File: src/rtl/fix_pkg.sv
// Shared FIX definitions for the transmitter and the parser side.
// Contents:
//   FIX_SOH / DELIM_DEFAULT   field delimiters (wire SOH and the loopback ';')
//   ASCII_0 / ASCII_EQ        characters used to build tags and digits
//   BEGIN_STR                 "8=FIX.4.4" without its delimiter
//   TAG_BEGIN/TAG_LEN/TAG_CKS numeric tags 8, 9 and 10
//   tx_state_t                transmitter FSM states
//   ascii_digit()             0..9 -> '0'..'9'
package fix_pkg;

    localparam logic [7:0] FIX_SOH       = 8'h01;
    localparam logic [7:0] DELIM_DEFAULT = 8'h3B;

    localparam logic [7:0] ASCII_0  = 8'h30;
    localparam logic [7:0] ASCII_EQ = 8'h3D;

    localparam int BEGIN_LEN = 9;
    localparam logic [7:0] BEGIN_STR [BEGIN_LEN] = '{
        8'h38, 8'h3D, 8'h46, 8'h49, 8'h58, 8'h2E, 8'h34, 8'h2E, 8'h34
    };

    localparam int TAG_BEGIN = 8;
    localparam int TAG_LEN   = 9;
    localparam int TAG_CKS   = 10;

    typedef enum logic [2:0] {
        TX_IDLE,
        TX_LOAD,
        TX_HDR_BEGIN,
        TX_HDR_LEN,
        TX_BODY,
        TX_TRAILER
    } tx_state_t;

    function automatic logic [7:0] ascii_digit(input logic [3:0] d);
        return ASCII_0 + {4'h0, d};
    endfunction

endpackage

File: src/rtl/fix_msg_tx_if.sv
// Byte-stream handshake bundle used for both the body input and the frame
// output of fix_msg_tx.
//   valid  byte offered by the master
//   data   byte value
//   last   final byte of a body (input side) / final delimiter of a frame
//   ready  slave accepts; a byte moves when valid && ready
// Modports: master drives valid/data/last, slave drives ready.
interface fix_msg_tx_if;

    logic       valid;
    logic [7:0] data;
    logic       last;
    logic       ready;

    modport master (output valid, output data, output last, input ready);
    modport slave  (input valid, input data, input last, output ready);

endinterface

File: src/rtl/fix_dec3.sv
// Combinational binary -> decimal converter for values 0..999.
// Ports:
//   bin_i   in  10  value to convert
//   dig2_o  out 8   ASCII hundreds digit
//   dig1_o  out 8   ASCII tens digit
//   dig0_o  out 8   ASCII ones digit
//   ndig_o  out 2   number of significant digits (1..3, value 0 counts as 1)
module fix_dec3
    import fix_pkg::*;
(
    input  logic [9:0] bin_i,
    output logic [7:0] dig2_o,
    output logic [7:0] dig1_o,
    output logic [7:0] dig0_o,
    output logic [1:0] ndig_o
);

    logic [3:0] hund;
    logic [6:0] rem;
    logic [3:0] tens;
    logic [3:0] ones;

    always_comb begin
        hund   = 4'(bin_i / 10'd100);
        rem    = 7'(bin_i % 10'd100);
        tens   = 4'(rem / 7'd10);
        ones   = 4'(rem % 7'd10);
        dig2_o = ascii_digit(hund);
        dig1_o = ascii_digit(tens);
        dig0_o = ascii_digit(ones);
        if (hund != 4'd0) begin
            ndig_o = 2'd3;
        end else if (tens != 4'd0) begin
            ndig_o = 2'd2;
        end else begin
            ndig_o = 2'd1;
        end
    end

endmodule

File: src/rtl/fix_msg_tx.sv
// FIX message transmitter: buffers one body, then sends
//   "8=FIX.4.4" D "9=<len>" D <body> "10=<cks>" D
// computing BodyLength and CheckSum on the fly.
// Ports:
//   clk           in   clock, rising edge
//   reset         in   synchronous, active-high
//   body          slave  body bytes in (valid=in_valid, data=in_data,
//                        last=in_last, ready=in_ready)
//   frame         master frame bytes out (valid=valid, data=dout,
//                        ready=out_ready, last=final D of the frame)
//   busy          out  high while a frame is being sent
//   msg_done      out  1-cycle pulse after the final D transfers
//   err_overflow  out  1-cycle pulse when an oversized body is discarded
module fix_msg_tx
    import fix_pkg::*;
#(
    parameter int         DEPTH = 256,
    parameter logic [7:0] DELIM = DELIM_DEFAULT
) (
    input  logic          clk,
    input  logic          reset,
    fix_msg_tx_if.slave   body,
    fix_msg_tx_if.master  frame,
    output logic          busy,
    output logic          msg_done,
    output logic          err_overflow
);

    localparam int         AW      = (DEPTH > 1) ? $clog2(DEPTH) : 1;
    localparam logic [9:0] MAX_LEN = 10'(DEPTH - 1);

    tx_state_t  state_q, state_d;
    logic [9:0] len_q, len_d;       // body length, also the buffer write pointer
    logic [9:0] idx_q, idx_d;       // byte index inside the current segment
    logic [7:0] cks_q, cks_d;
    logic       ovf_q, ovf_d;
    logic       in_ready_q, in_ready_d;
    logic       msg_done_q, msg_done_d;
    logic       err_ovf_q, err_ovf_d;

    logic [7:0] mem_q [DEPTH];

    logic       accept;
    logic       xfer;
    logic       wr_en;
    logic       ovf_hit;
    logic       tx_valid;
    logic       seg_last;
    logic [7:0] tx_byte;
    logic [1:0] dpos;
    logic [1:0] dsig;

    logic [9:0] dec_in;
    logic [7:0] dig2, dig1, dig0;
    logic [1:0] ndig;

    assign accept   = body.valid && in_ready_q;
    assign tx_valid = (state_q == TX_HDR_BEGIN) || (state_q == TX_HDR_LEN) ||
                      (state_q == TX_BODY)      || (state_q == TX_TRAILER);
    assign xfer     = tx_valid && frame.ready;
    assign ovf_hit  = ovf_q || (len_q == MAX_LEN);

    // The length digits are only needed in HDR_LEN and the checksum digits
    // only in TRAILER, so one converter serves both.
    assign dec_in = (state_q == TX_TRAILER) ? {2'b00, cks_q} : len_q;

    fix_dec3 u_dec (
        .bin_i  (dec_in),
        .dig2_o (dig2),
        .dig1_o (dig1),
        .dig0_o (dig0),
        .ndig_o (ndig)
    );

    // Output byte is a pure function of registered state, so it holds
    // steady for as long as the downstream stalls.
    always_comb begin
        tx_byte  = 8'h00;
        seg_last = 1'b0;
        dpos     = idx_q[1:0] - 2'd2;
        dsig     = ndig - 2'd1 - dpos;
        case (state_q)
            TX_HDR_BEGIN: begin
                if (idx_q == 10'(BEGIN_LEN)) begin
                    tx_byte  = DELIM;
                    seg_last = 1'b1;
                end else begin
                    tx_byte = BEGIN_STR[idx_q[3:0]];
                end
            end
            TX_HDR_LEN: begin
                if (idx_q == 10'd0) begin
                    tx_byte = ascii_digit(4'(TAG_LEN));
                end else if (idx_q == 10'd1) begin
                    tx_byte = ASCII_EQ;
                end else if (idx_q == {8'd0, ndig} + 10'd2) begin
                    tx_byte  = DELIM;
                    seg_last = 1'b1;
                end else begin
                    // Most significant present digit first, no leading zeros.
                    case (dsig)
                        2'd2:    tx_byte = dig2;
                        2'd1:    tx_byte = dig1;
                        default: tx_byte = dig0;
                    endcase
                end
            end
            TX_BODY: begin
                tx_byte  = mem_q[idx_q[AW-1:0]];
                seg_last = (idx_q == len_q - 10'd1);
            end
            TX_TRAILER: begin
                case (idx_q[2:0])
                    3'd0:    tx_byte = ascii_digit(4'(TAG_CKS / 10));
                    3'd1:    tx_byte = ascii_digit(4'(TAG_CKS % 10));
                    3'd2:    tx_byte = ASCII_EQ;
                    3'd3:    tx_byte = dig2;
                    3'd4:    tx_byte = dig1;
                    3'd5:    tx_byte = dig0;
                    default: begin
                        tx_byte  = DELIM;
                        seg_last = 1'b1;
                    end
                endcase
            end
            default: begin
                tx_byte  = 8'h00;
                seg_last = 1'b0;
            end
        endcase
    end

    always_comb begin
        state_d    = state_q;
        len_d      = len_q;
        idx_d      = idx_q;
        cks_d      = cks_q;
        ovf_d      = ovf_q;
        msg_done_d = 1'b0;
        err_ovf_d  = 1'b0;
        wr_en      = 1'b0;
        case (state_q)
            TX_IDLE, TX_LOAD: begin
                if (accept) begin
                    if (ovf_hit) begin
                        ovf_d = 1'b1;
                    end else begin
                        wr_en = 1'b1;
                        len_d = len_q + 10'd1;
                    end
                    if (body.last) begin
                        idx_d = 10'd0;
                        if (ovf_hit) begin
                            // Oversized body: drop it entirely, emit nothing.
                            state_d   = TX_IDLE;
                            err_ovf_d = 1'b1;
                            len_d     = 10'd0;
                            ovf_d     = 1'b0;
                        end else begin
                            state_d = TX_HDR_BEGIN;
                        end
                    end else begin
                        state_d = TX_LOAD;
                    end
                end
            end
            TX_HDR_BEGIN, TX_HDR_LEN, TX_BODY: begin
                if (xfer) begin
                    cks_d = cks_q + tx_byte;
                    if (seg_last) begin
                        idx_d = 10'd0;
                        case (state_q)
                            TX_HDR_BEGIN: state_d = TX_HDR_LEN;
                            TX_HDR_LEN:   state_d = TX_BODY;
                            default:      state_d = TX_TRAILER;
                        endcase
                    end else begin
                        idx_d = idx_q + 10'd1;
                    end
                end
            end
            TX_TRAILER: begin
                if (xfer) begin
                    if (seg_last) begin
                        state_d    = TX_IDLE;
                        idx_d      = 10'd0;
                        len_d      = 10'd0;
                        cks_d      = 8'h00;
                        msg_done_d = 1'b1;
                    end else begin
                        idx_d = idx_q + 10'd1;
                    end
                end
            end
            default: begin
                state_d = TX_IDLE;
            end
        endcase
        // Leaving TRAILER keeps in_ready low for the msg_done cycle so a new
        // body never overlaps the tail of the previous frame.
        in_ready_d = ((state_d == TX_IDLE) || (state_d == TX_LOAD)) &&
                     (state_q != TX_TRAILER);
    end

    always_ff @(posedge clk) begin
        if (reset) begin
            state_q    <= TX_IDLE;
            len_q      <= 10'd0;
            idx_q      <= 10'd0;
            cks_q      <= 8'h00;
            ovf_q      <= 1'b0;
            in_ready_q <= 1'b0;
            msg_done_q <= 1'b0;
            err_ovf_q  <= 1'b0;
        end else begin
            state_q    <= state_d;
            len_q      <= len_d;
            idx_q      <= idx_d;
            cks_q      <= cks_d;
            ovf_q      <= ovf_d;
            in_ready_q <= in_ready_d;
            msg_done_q <= msg_done_d;
            err_ovf_q  <= err_ovf_d;
        end
    end

    // Buffer contents are not reset: clearing len makes stale bytes unreachable.
    always_ff @(posedge clk) begin
        if (wr_en) begin
            mem_q[len_q[AW-1:0]] <= body.data;
        end
    end

    assign body.ready   = in_ready_q;
    assign frame.valid  = tx_valid;
    assign frame.data   = tx_valid ? tx_byte : 8'h00;
    assign frame.last   = tx_valid && (state_q == TX_TRAILER) && seg_last;
    assign busy         = tx_valid;
    assign msg_done     = msg_done_q;
    assign err_overflow = err_ovf_q;

endmodule

File: src/flat_wrapper.sv
// flat-port wrapper written by rule: the top's interface ports become plain ports
module fix_msg_tx_flat import fix_pkg::*;
#(
    parameter int         DEPTH = 256,
    parameter logic [7:0] DELIM = DELIM_DEFAULT
)
  (clk, reset, busy, msg_done, err_overflow, body_valid, body_data, body_last, body_ready, frame_valid, frame_data, frame_last, frame_ready);
  fix_msg_tx_if body_i ();
  fix_msg_tx_if frame_i ();
  input  logic clk;
  input  logic reset;
  output logic busy;
  output logic msg_done;
  output logic err_overflow;
  input wire logic [$bits(body_i.valid)-1:0] body_valid;
  input wire logic [$bits(body_i.data)-1:0] body_data;
  input wire logic [$bits(body_i.last)-1:0] body_last;
  output wire logic [$bits(body_i.ready)-1:0] body_ready;
  output wire logic [$bits(frame_i.valid)-1:0] frame_valid;
  output wire logic [$bits(frame_i.data)-1:0] frame_data;
  output wire logic [$bits(frame_i.last)-1:0] frame_last;
  input wire logic [$bits(frame_i.ready)-1:0] frame_ready;
  assign body_i.valid = body_valid;
  assign body_i.data = body_data;
  assign body_i.last = body_last;
  assign body_ready = body_i.ready;
  assign frame_valid = frame_i.valid;
  assign frame_data = frame_i.data;
  assign frame_last = frame_i.last;
  assign frame_i.ready = frame_ready;
  fix_msg_tx #(.DEPTH(DEPTH), .DELIM(DELIM)) u_core (.clk(clk), .reset(reset), .body(body_i), .frame(frame_i), .busy(busy), .msg_done(msg_done), .err_overflow(err_overflow));
endmodule
File: config.mk
export PLATFORM = sky130hd
export DESIGN_NAME = fix_msg_tx_flat
export DESIGN_NICKNAME = d
export VERILOG_FILES = /design/src/rtl/fix_pkg.sv /design/src/rtl/fix_msg_tx_if.sv /design/src/rtl/fix_dec3.sv /design/src/rtl/fix_msg_tx.sv /design/src/flat_wrapper.sv
export SDC_FILE = /design/constraint.sdc
export NUM_CORES = 2
export LEC_CHECK = 0
export ABC_AREA = 1
export CORE_MARGIN = 3
export CORE_UTILIZATION = 35
export CTS_CLUSTER_DIAMETER = 40
export DETAILED_ROUTE_END_ITERATION = 10
export GPL_ROUTABILITY_DRIVEN = 0
export PLACE_DENSITY_LB_ADDON = 0.08
export SYNTH_ARGS = -nofsm -noshare
export SYNTH_HDL_FRONTEND = slang
export SYNTH_HIERARCHICAL = 1
export SYNTH_SLANG_ARGS = --single-unit
File: constraint.sdc
create_clock -name clk -period 7.05 [get_ports clk]
set_clock_uncertainty 0.2 [all_clocks]
set_input_delay 0.705 -clock clk [delete_from_list [all_inputs] [get_ports clk]]
set_output_delay 0.705 -clock clk [all_outputs]
set_load 0.02 [all_outputs]
==> results_dict.tcl <==
set metrics [dict create \
    insertion_delay_ps 970 \
    cts_root_buf "clkbuf_16" \
    clk_pin_slew_ps 50 \
    drtIter0Drc 5343 \
    drt-wirelength-per-cell_um 26.1 \
    outcome "finished, violations left" \
    intPower_mw 25.6 \
    comb_power_share_pct 4.3 \
    die_w_um 503 \
    setup_viol 11 \
    yosysMostFrequentCell "edfxtp_1" \
    place_hpwl_um 159000 \
    crit_path_frequent_cell "buf_4" \
    synth_common_cells "2048 x edfxtp_1, 1288 x nor2_1, 967 x o21ai_0" \
    fin_total_pwr_mw 32.9 \
    rows 181 \
    yosysWarnings 6 \
    slew_headroom_pct 21.0 \
    cp.required_ps 6140 \
    maxCapViolations 0 \
    p_sw_share_pct 22.2 \
    power.static_leakage_nw 35.2 \
    synth_area_leaders "edfxtp_1 71%, o21ai_0 5.6%, nor2_1 5.6%" \
    remaining_drc_errors 0 \
    final_nets 7438 \
    clock_sinks 2091 \
    cts_tree "built" \
    ys_ff_latch 2091 \
    yosysTopAreaCellShare_pct 71.2 \
    min_period_over_period_pct 106 \
    dieArea_um2 253000 \
    start_util_pct 35.4 \
    core_area_um2 244000 \
    grt_use_total_pct 22.2 \
    finalMaxSlewViolations 0 \
    vias 59000 \
    grt_max_degree 162 \
    synth_edf_count 2048 \
    antenna_found_initial 12 \
    worst_pin_slew_ps 1180 \
    vias_per_cell 5.42 \
    yosysTopAreaCell "edfxtp_1" \
    syn_inst 7201 \
    grt_pass1_vias 58100 \
    io_pins 27 \
    rsz0062_at_grt "yes" \
    fmax_mhz 134 \
    grt_pass1_wl_um 414000 \
    post-route-min-period_ps 7460 \
    path_max_fanout 7 \
    peakVddDrop_mv 0.210 \
    ys.flop_type "edfxtp_1" \
    synth_cell_types 61 \
    ant_nets 0 \
    critPathKind "register to output pin" \
    worstSetupEndpointType "output pin" \
    area_delta_synth_final_pct 20.6 \
    io_buffers 26 \
    worst_slack_ps -405 \
    cts.path.max_buffers 4 \
    hold_class "primary input to register" \
    power.share.clock_pct 54.0 \
    h-tree-depth 5 \
    netlist_area_um2 86400 \
    yosysSeqAreaShare_pct 72.2 \
    worst_path_largest_cell_delay_ps 330 \
    finalWirelength_um 285000 \
    die-height_um 503 \
    dr.pass1.iters 5 \
    synth.avg_cell_area_um2 12.0 \
    critPathArrivalTime_ps 6550 \
    n_fill_cell 22600 \
    drive_above_1_share_pct 14.6 \
    violations "setup timing" \
    synthArstFlopShare_pct 0 \
    finalHoldViolations 0 \
    p_seq_share_pct 41.7 \
    worst_path_max_delay_cell "dfxtp_2" \
    fin_setup_tns_ps -3240 \
    startpoint_type "register" \
    p_sw_mw 7.29 \
    numCtsBuffers 370 \
    power_density_nw_per_um2 315 \
    overflow 0 \
]
-- cells by family (layout without fill, tap and decap cells) --
kind of cell,Yosys count,after routing,share of synthesized area (%)
buffers and inverters,640,1113,3.48
other,2,14,0.00869
flip-flops,2091,2091,72.2
AND/OR/NAND/NOR,2823,2823,13.7
XOR/XNOR,22,22,0.223
AO/OA/AOI/OAI,1600,1600,10.1
adder cells (fa/ha/maj),23,23,0.342
-- critical path: cells and delay by family, from the launching register on --
| family | cells | cell delay [ps] |
|---|---|---|
| and+or+nand+nor | 18 | 1890 |
| buffers and inverters | 17 | 1940 |
| xor gates and xnor gates | 1 | 170 |
| DFF | 1 | 330 |
| AOI/OAI and AO/OA | 6 | 1050 |
| adders and majority gates | 1 | 290 |
-- registers in the layout (all words and copies together), names as in the netlist, named ones only --
| register | flops |
|---|---|
| u_core/cks_q | 8 |
| u_core/err_overflow | 1 |
| u_core/msg_done | 1 |
| u_core/len_q | 10 |
| u_core/body.ready | 1 |
| u_core/mem_q | 2048 |
| u_core/state_q | 3 |
| u_core/idx_q | 10 |
-- metrics by stage --
stage               cells  util [%]  hold WS [ps]  setup slack (ps)  area (um^2)
CTS                 10900      42.5          36.6              -436       104000
finish              10900      42.6          38.8              -405       104000
floorplan            7211         -           258             -60.3        86500
global route        10900      42.6          45.0              -857       104000
global placement    10200      37.2           289              -497        91000
detailed placement  10200      37.2           293              -544        91000
-- power by group through the flow --
| stage | Combinational [mW] | Clock (mW) | Sequential [mW] |
|---|---|---|---|
| floorplan | 0.747 | 0 | 13.9 |
| global placement | 1.40 | 0 | 13.9 |
| detailed placement | 1.41 | 0 | 13.9 |
| CTS | 1.44 | 18.1 | 13.7 |
| global route | 1.56 | 18.7 | 13.7 |
| finish | 1.43 | 17.7 | 13.7 |
-- metal layers --
metal  share of wire [%]  vias up  track usage, %  wire (um)
met2                  46     1824            35.1     132000
met3                 5.7      396            3.36      16300
met5              0.0046        -               0         13
met4                 2.3        2            5.74       6410
met1                  46    30000            31.9     130000
li1                    -    26800               -          -
-- cell usage in the layout, fill, tap and decap left out, drive strengths merged, types with 2 or more instances in the layout --
cell type,synthesis,routed
a211oi,6,6
a21oi,50,50
a221oi,2,2
a31oi,9,9
buf,268,316
bufinv,0,50
clkbuf,243,400
clkdlybuf4s50,0,10
clkinv,4,127
clkinvlp,0,48
conb,2,12
dfxtp,43,43
diode,0,2
dlygate4sd3,0,4
edfxtp,2048,2048
ha,22,22
inv,125,158
nand2,824,824
nand3,630,630
nand3b,3,3
nand4,23,23
nor2,1299,1299
nor3,25,25
nor4,12,12
o211ai,3,3
o21ai,1036,1036
o22ai,487,487
or2,6,6
xnor2,12,12
xor2,10,10
-- final timing paths --
kind / startpoint / to / slack (ps) / cells past startpoint
worst max-delay path: u_core/state_q[2] / frame_data[1] / -410 / 43
worst min-delay path: body_data[0] / u_core/mem_q[237][0] / 40 / 1
worst max register to register: u_core/state_q[2] / u_core/cks_q[7] / -310 / 57
worst min register to register: u_core/cks_q[0] / u_core/cks_q[0] / 300 / 2
-- layout make-up --
class                   count  area, um^2  area share, %
clock inverters           254        2900           2.78
well taps                3202        4010           3.84
clock buffers             400        9460           9.07
repair buffers            330        3190           3.06
diodes                      2        5.00        0.00480
flip-flops and latches   2091       62400           59.9
multi-input cells        4480       21700           20.8
inverters                 129         557          0.534
-- repair_timing --
action / CTS / global route
hold endpoints to repair: 117 / 0
resized for setup: 135 / 65
pin swaps: 50 / 36
hold buffers: 4 / 0
cloned: 1 / 0
setup endpoints to repair: 13 / 15
setup buffers: 36 / 8
Power figures use the tool's default switching activity.
==> variant: new RTL, config.mk and constraints unchanged <==
Change the package constant `TAG_LEN` from 9 to 4. Comments in the files are not updated.
--- a/src/rtl/fix_pkg.sv
+++ b/src/rtl/fix_pkg.sv
@@ -20,7 +20,7 @@
     };
 
     localparam int TAG_BEGIN = 8;
-    localparam int TAG_LEN   = 9;
+    localparam int TAG_LEN   = 4;
     localparam int TAG_CKS   = 10;
 
     typedef enum logic [2:0] {
Check against the original RTL: same outputs for any inputs over 4 cycles, from zero or initial values and one cycle with reset high; that may be too few to reach the edited logic, so the function may still have changed.
==> variant against the unedited design <==
The flow still finishes with violations (negative setup slack); worst hold slack gained 0.0075 ns; setup slack got worse by 0.18 ns; non-clock buffer count grew 5; cell area about the same; sequential cell count did not move; power down 1.1%; synthesized area is 0.31% higher; wire length grew 0.98%; critical endpoint is now frame_data[3].
==> variant: results (changes against the unedited design) <==
Route
  • DR DRC count: 0 (unchanged)
  • 1st-iter DRT viols: 5649 (+5.7%)
  • Drt pass-1 iters: 6 (+1)
  • Via density: 5.39 (-0.57%)
  • Post-DR wirelength/cell: 26.1 um (-0.10%)

GRT
  • Initial antenna violation count: 10 (-2)
  • Overall Global Routing Usage: 22.4% (+0.21 points)
  • Vias in the first global route: 58200 (+0.34%)
  • First-pass GRT wire length: 418 mm (+0.87%)
  • Largest net degree at the start of global routing: 174 (+7.4%)

Synth
  • Synth top cells by count: edfxtp_1, nor2_1, o21ai_0
  • Synth top area cells: edfxtp_1, nor2_1, o21ai_0
  • Post-synthesis sequential area ratio: 71.9% (-0.23 points)
  • Cell variety after synth: 63 (+3.3%)
  • Ys async rst share: 0% (unchanged)
  • Post-synth EDFFs: 2048 (unchanged)
  • Yosys Warn Count: 6 (unchanged)

Clocking
  • Htree depth: 5 (unchanged)
  • Clock Root Buffer: clkbuf_16
  • Worst-Skew Late Latency: 0.94 ns (-0.03 ns)
  • Clock transition at path regs: 0.05 ns (about the same)
  • Number of buffers created by CTS: 364 (-1.6%)
  • Longest Clk Path Bufs: 4 (unchanged)

Worst setup path
  • CP startpoint: u_core/state_q[2]
  • FF-to-FF path depth: 65 (+14%)
  • CP arrival: 6.73 ns (+0.18 ns)
  • Critical Path Max Stage Delay: 0.32 ns
  • Crit path to: frame_data[3]
  • Critical R2R Capture: u_core/cks_q[7]
  • Worst-path fanout max: 7 (unchanged)
  • Slowest CP cell: dfxtp_2
  • Reg-to-reg slack, setup: -0.40 ns (-0.09 ns)

Outcome
  • Failing checks: negative setup slack
  • Status: complete, but fails checks

Timing
  • Worst-Margin Slew: 1.13 ns (-0.0588 ns)
  • Final setup vio count: 11 (unchanged)
  • Worst setup margin: -0.590 ns (-0.185 ns)

Power and ir drop
  • Peak supply drop: 0.248 mV (+18%)
  • P_leak: 35.1 nW (-0.23%)
  • NetSw: 7.34 mW (+0.58%)
  • PwrDens: 312 mW/mm2 (-1.1%)

Cells and area
  • Fillcell total: 23000 (+1.8%)
  • Layout Nets: 7437 (-0.013%)
  • Layout cells sized above 1: 14.5% (-0.11 points)
  • Number of flip-flops in the largest register: 2048 (unchanged)

Placement
  • Placed Area: 0.0912 mm2 (+0.32%)
  • IO buf count: 26 (unchanged)
  • DP Wirelength: 165 mm (+3.5%)

Hold path
  • Hold Crit Class: primary input to register
[variant: cell families (layout without fill, tap and decap cells)]
logic type | count (synthesis) | count (layout) | synth area share (%)
flops | 2091 | 2091 | 71.9
other cells | 2 | 18 | 0.00866
simple gates | 2782 | 2782 | 13.4
compound gates | 1636 | 1636 | 10.3
fa+ha+maj | 23 | 23 | 0.341
xor+xnor | 22 | 22 | 0.222
buf+inv | 647 | 1122 | 3.75
[variant: area by class of cell]
type	count	area share, %
clock inverters	248	2.60
well taps	3312	3.98
inverters	134	0.557
diodes	6	0.0144
repair buffers	335	3.05
multi-input cells	4475	20.9
clock buffers	405	8.96
flip-flops and latches	2091	59.9
[variant: how the worst min path moves through the flow]
stage | start | endpoint | slack [ns] | cells after the start
detailed placement | u_core/cks_q[0] | u_core/cks_q[0] | 0.28 | 2
floorplan | u_core/cks_q[0] | u_core/cks_q[0] | 0.26 | 2
finish | body_data[0] | u_core/mem_q[17][0] | 0.05 | 1
CTS | body_data[0] | u_core/mem_q[17][0] | 0.02 | 1
global route | body_data[0] | u_core/mem_q[16][0] | 0.05 | 1
global placement | u_core/cks_q[0] | u_core/cks_q[0] | 0.29 | 2
[variant: layer usage]
| layer | vias up | GRT usage, % | wire [um] |
|---|---|---|---|
| li1 | 26800 | - | - |
| met1 | 30200 | 31.7 | 129000 |
| met2 | 1904 | 35.1 | 133000 |
| met3 | 454 | 3.71 | 17000 |
| met4 | 4 | 7.17 | 8520 |
| met5 | - | 0 | 28 |
[variant: repair_timing]
action	CTS	global route
setup endpoints to repair	13	15
setup buffers	22	12
hold endpoints to repair	1	0
hold buffers	1	0
pin swaps	32	76
gates resized for setup	102	96
cloned	1	1
[variant: worst max-delay path, delay by kind of cell, from the launching register on]
family,cells,cell delay [ns]
XOR/XNOR,2,0.49
buffers and inverters,13,1.07
AND/OR/NAND/NOR,28,2.56
adder cells (fa/ha/maj),2,0.43
flip-flops,1,0.32
AO/OA/AOI/OAI,5,0.90
[variant: per-stage QoR]
stage / instances / hold WS, ns / worst slack (ns) / power, mW / setup TNS, ns
finish: 11000 / 0.0463 / -0.590 / 32.5 / -4.76
detailed placement: 10300 / 0.285 / -0.534 / 15.4 / -2.32
global placement: 10300 / 0.288 / -0.549 / 15.4 / -1.80
CTS: 11000 / 0.0200 / -0.614 / 32.8 / -5.09
floorplan: 7213 / 0.258 / -0.193 / 14.7 / -0.193
global route: 11000 / 0.0480 / -1.04 / 33.6 / -11.14
[variant: power groups by stage]
stage / clock network, mW / logic, mW / registers, mW
final: 17.3 / 1.46 / 13.7
after global placement: 0 / 1.44 / 13.9
after global routing: 18.3 / 1.60 / 13.7
after detailed placement: 0 / 1.44 / 13.9
after CTS: 17.7 / 1.45 / 13.7
after floorplan: 0 / 0.779 / 13.9
